`src/rtl/ren_chain_scheduler.sv`:
```
// Round-robin scheduler sharing one registered ren pass-through chain among NREQ requesters.
// A shadow shift register tracks each in-flight pulse and its owner, and is checked against the chain taps.
module ren_chain_scheduler #(
  parameter int NREQ         = 4,
  parameter int DEPTH        = 4,
  parameter int MAX_INFLIGHT = 4,
  parameter int TAG_W        = 2
) (
  input  logic             clk,
  input  logic             reset_n,
  input  logic [NREQ-1:0]  io_req_valid,
  output logic [NREQ-1:0]  io_req_grant,
  input  logic             io_flush,
  output logic             io_chain_ren,
  input  logic [DEPTH-1:0] io_chain_tap,
  output logic             io_resp_valid,
  output logic [TAG_W-1:0] io_resp_id,
  output logic             io_busy,
  output logic             io_err
);

  localparam int CNT_W = $clog2(MAX_INFLIGHT + 1);
  localparam int FLC_W = $clog2(DEPTH + 1);

  typedef enum logic [1:0] {
    ST_IDLE,
    ST_RUN,
    ST_FLUSH
  } state_t;

  state_t             state;
  logic [TAG_W-1:0]   rr_ptr;
  logic [CNT_W-1:0]   inflight;
  logic [FLC_W-1:0]   flush_cnt;
  logic [DEPTH-1:0]   shadow_v;
  logic [TAG_W-1:0]   shadow_tag [DEPTH];

  logic               grant_any;
  logic [TAG_W-1:0]   grant_idx;
  logic               retire;

  assign retire  = shadow_v[DEPTH-1];
  assign io_busy = (state != ST_IDLE);

  // Scan requesters starting at rr_ptr, wrapping; the first hit wins.
  always_comb begin
    int unsigned cand;
    cand         = 0;
    io_req_grant = '0;
    grant_any    = 1'b0;
    grant_idx    = '0;
    if (state == ST_RUN && !io_flush && inflight < CNT_W'(MAX_INFLIGHT)) begin
      for (int unsigned n = 0; n < NREQ; n++) begin
        cand = (32'(rr_ptr) + n) % NREQ;
        if (!grant_any && io_req_valid[TAG_W'(cand)]) begin
          grant_any                    = 1'b1;
          grant_idx                    = TAG_W'(cand);
          io_req_grant[TAG_W'(cand)]   = 1'b1;
        end
      end
    end
  end

  always_ff @(posedge clk or negedge reset_n) begin
    if (!reset_n) begin
      state         <= ST_IDLE;
      rr_ptr        <= '0;
      inflight      <= '0;
      flush_cnt     <= '0;
      shadow_v      <= '0;
      io_chain_ren  <= 1'b0;
      io_resp_valid <= 1'b0;
      io_resp_id    <= '0;
      io_err        <= 1'b0;
      for (int unsigned k = 0; k < DEPTH; k++) shadow_tag[k] <= '0;
    end else begin
      if (state == ST_RUN && io_chain_tap != shadow_v) io_err <= 1'b1;

      if (io_flush) begin
        // In-chain pulses drain unreported; only rr_ptr and io_err survive.
        state         <= ST_FLUSH;
        flush_cnt     <= FLC_W'(DEPTH - 1);
        shadow_v      <= '0;
        inflight      <= '0;
        io_chain_ren  <= 1'b0;
        io_resp_valid <= 1'b0;
        io_resp_id    <= '0;
      end else begin
        for (int unsigned k = DEPTH - 1; k > 0; k--) begin
          shadow_v[k]   <= shadow_v[k-1];
          shadow_tag[k] <= shadow_tag[k-1];
        end
        shadow_v[0]   <= grant_any;
        shadow_tag[0] <= grant_any ? grant_idx : '0;
        io_chain_ren  <= grant_any;
        io_resp_valid <= retire;
        io_resp_id    <= retire ? shadow_tag[DEPTH-1] : '0;

        if (grant_any && !retire)      inflight <= inflight + 1'b1;
        else if (!grant_any && retire) inflight <= inflight - 1'b1;

        if (grant_any)
          rr_ptr <= (grant_idx == TAG_W'(NREQ - 1)) ? '0 : grant_idx + 1'b1;

        case (state)
          ST_IDLE:  if (|io_req_valid) state <= ST_RUN;
          ST_RUN:   if (inflight == '0 && !(|io_req_valid)) state <= ST_IDLE;
          ST_FLUSH: begin
            if (flush_cnt == '0) state <= ST_IDLE;
            else                 flush_cnt <= flush_cnt - 1'b1;
          end
          default:  state <= ST_IDLE;
        endcase
      end
    end
  end

endmodule

```
`config.mk`:
```
export PLATFORM = sky130hd
export DESIGN_NAME = ren_chain_scheduler
export DESIGN_NICKNAME = d
export VERILOG_FILES = /design/src/rtl/ren_chain_scheduler.sv
export SDC_FILE = /design/constraint.sdc
export NUM_CORES = 1
export LEC_CHECK = 0
export CORE_MARGIN = 2
export CORE_UTILIZATION = 55
export DETAILED_ROUTE_END_ITERATION = 7
export PLACE_DENSITY = 0.79
export SYNTH_ARGS = -nofsm -noshare
export SYNTH_HDL_FRONTEND = slang
export SYNTH_SLANG_ARGS = --single-unit
```
`constraint.sdc`:
```
create_clock -name clk -period 10.13 [get_ports clk]
set_clock_uncertainty 0.2 [all_clocks]
set_input_delay 2.5325 -clock clk [delete_from_list [all_inputs] [get_ports clk]]
set_output_delay 2.5325 -clock clk [all_outputs]
set_load 0.05 [all_outputs]
```
==> summary.txt <==
Worst setup path
  • Most common cell type on the critical path: clkdlybuf4s50_1
  • Peak per-stage delay on the critical path: 0.82 ns
  • Crit path cell chain: clkdlybuf4s50_1 -> mux4_2 -> nor2b_1 -> a22o_1 -> mux2i_1 -> a21oi_1 -> clkdlybuf4s50_1
  • CP endpoint kind: primary output
  • Critical Path Fanout Max: 10
  • Critical Path AT: 5.28 ns
  • Slowest cell on crit path: clkdlybuf4s50_1
  • Setup CP Type: input port to primary output
  • Critical Path Start Type: input port
  • WP data required: 7.40 ns

STA
  • Final Hold Viols: 0
  • Final setup margin: 2.12 ns
  • Final Slew Violations: 0
  • Setup TNS: 0 ns
  • Fin crit share: 79.1%
  • Smallest hold slack: 0.280 ns
  • Worst Tran Pin Value: 1.12 ns
  • Slew margin rel.: 25.3%
  • Final min period: 8.01 ns
  • Setup-failing EPs final: 0
  • Upper clock frequency limit: 125 MHz
  • Unrepaired setup endpoints after global routing: no

Yosys
  • Number of synthesis warnings: 0
  • Syn_nets: 176
  • Mapped Area: 0.00162 mm^2
  • Sequential fraction of the synthesis area: 40.1%
  • Ys flop type: dfrtp_1
  • Post-synthesis average cell area: 10.5 um^2
  • Synthesized flop and latch total: 26
  • Cells after Synth: 155
  • Post-synth ARST share: 100%
  • Largest cells by area after synthesis: dfrtp_1 40%, ha_1 6.9%, xnor2_1 4.9%
  • Post-synth top area share: 40.1%
  • Yosys top cell by area: dfrtp_1
  • Post-synth EDFFs: 0
  • Synth unique cells: 41

Die
  • Die Wd: 58.3 um
  • DIE AREA: 0.00340 mm^2
  • Core Footprint: 0.00278 mm^2
  • Initial Util: 58.4%
  • Chip height: 58.3 um
  • Top Ports: 21
  • Row count: 19

Finish
  • Area grow syn2layout: 15.2%
  • Ant. Diodes: 0
  • Most common cell after layout, fill and taps aside: dfrtp_1
  • Most frequent cells in the layout: 26 x dfrtp_1, 20 x clkdlybuf4s50_1, 13 x nor2_1, 10 x inv_1
  • Share of layout cells above drive strength 1: 11.8%
  • Final std cells w/o fill: 201
  • Fill cell count: 224
  • Nets: 192

CTS
  • Bufs on Longest Clock Path: 2
  • Root buf cell: clkbuf_4
  • Clock-pin slew on the worst setup and hold paths: 0.13 ns
  • Post-cts sizing count: 0
  • CTS hold repair buffers: 0
  • TritonCTS buffer count: 3
  • Latest clock arrival within the worst-skew pair: 0.32 ns
  • CTS tree: built
  • Post-CTS Setup Repair Bufs: 0
  • CTS H-tree depth: 1
  • Clock sink count: 26

Pwr
  • Pwr/cell area: 178 mW/mm^2
  • Lkg Pwr: 0.855 nW
  • Peak VDD IR: 0.210 mV

Run status
  • Outcome: finished, final reports clean

GRT
  • GR Layer Usage met3: 4.62%
  • Vias in the first global route: 1081
  • GRT Total Usage: 19.7%
  • First-pass GRT wire length: 5030 um
  • Busiest grt layer: met2
  • Antenna violations before repair: 0
  • Met2 usage: 31.8%
  • Largest net degree at the start of global routing: 27
  • Remaining global-route overflow: 0
  • Grt met1 use: 26.9%

Routing
  • Remaining DRCs: 0
  • Post-DRT Antenna Nets: 0
  • DR WL/cell: 14.5 um
  • Vias/cell: 5.74
  • Via Count: 1154
  • Drt first pass iters: 5
  • Drt first-iter violations: 44
  • Routed Wire Length: 2910 um

Hold path
  • Min-Delay Path Class: flop to flop

Placed design
  • Dpl cells: 197
  • Worst slack at placement: 2.15 ns
  • Placer Congestion: 0.810
  • Port Buffers: 20
  • Post-DP HPWL: 2110 um

Job
  • Max-Cap Viols: 0
cells in the mapped netlist (all sizes together), types with 2 or more instances:
library cell  number
dfrtp             26
nor2              13
inv               10
xnor2             10
ha                 9
nand2              8
a21oi              7
mux2               6
nor2b              6
clkbuf             5
mux2i              5
a22o               4
buf                4
a211oi             3
a21boi             3
and2               3
mux4               3
nand3b             3
o21ai              3
or2                3
a211o              2
a22oi              2
nand2b             2
or3b               2
final cells by class:
type                            instances  area, um^2  area share [%]
Clock buffer                            3        22.5            1.20
Sequential cell                        26         651            34.8
Multi-Input combinational cell        110         891            47.6
Inverter                               10        37.5            2.01
Timing Repair Buffer                   20         200            10.7
Clock inverter                          1        30.0            1.61
Tap cell                               31        38.8            2.07
worst max-delay path: cells and delay by family:
family / cells / cell delay (ns)
AOI/OAI and AO/OA: 2 / 0.37
buffers and inverters: 2 / 1.37
and+or+nand+nor: 1 / 0.32
muxes: 2 / 0.68
registers in the layout, indices dropped and copies added, names as in the netlist:
register,flops
shadow_v,4
io_resp_id,2
state,2
flush_cnt,3
rr_ptr,2
shadow_tag,8
io_err,1
io_resp_valid,1
inflight,3
cell families (layout without fill, tap and decap cells):
logic type	count (synthesis)	in the layout	share of synthesized area, %
xor+xnor	10	10	6.55
mux	14	14	11.4
fa+ha+maj	10	10	8.17
flops	26	26	40.1
buf+inv	19	34	5.08
compound gates	31	31	14.0
simple gates	45	45	14.7
per-layer routing:
metal	vias to the layer above	routed length, um	part of all wire, %
met3	5	101	3.5
met4	0	29	1.0
met2	27	1440	49
met1	552	1340	46
met5	-	0	0
li1	570	-	-
report_power, final:
part	internal, mW	switching, mW
sequential	0.114	0.0152
combinational	0.0623	0.0716
clock	0.0400	0.0302
path summary, 6_finish.rpt:
kind                                  startpoint                       end  slack, ns  depth (start not counted)
min reg2reg                   io_err$_DFFE_PN0P_        io_err$_DFFE_PN0P_       0.28                          1
min in group asynchronous                reset_n   io_resp_id[1]$_DFF_PN0_       2.59                          1
max                              io_req_valid[2]           io_req_grant[0]       2.12                          7
max in group asynchronous                reset_n  flush_cnt[1]$_DFFE_PN0P_       6.48                          1
max reg2reg                rr_ptr[0]$_DFFE_PN0P_     rr_ptr[1]$_DFFE_PN0P_       7.01                          7
min                           io_err$_DFFE_PN0P_        io_err$_DFFE_PN0P_       0.28                          1
metrics by stage:
stage	total power, mW	utilization (%)	instance area (um^2)
after floorplan	0.233	-	1620
after global placement	0.258	65.4	1820
after detailed placement	0.264	65.4	1820
after CTS	0.336	67.3	1870
after global routing	0.358	67.3	1870
final	0.333	67.3	1870
(Power assumes the default switching activity.)
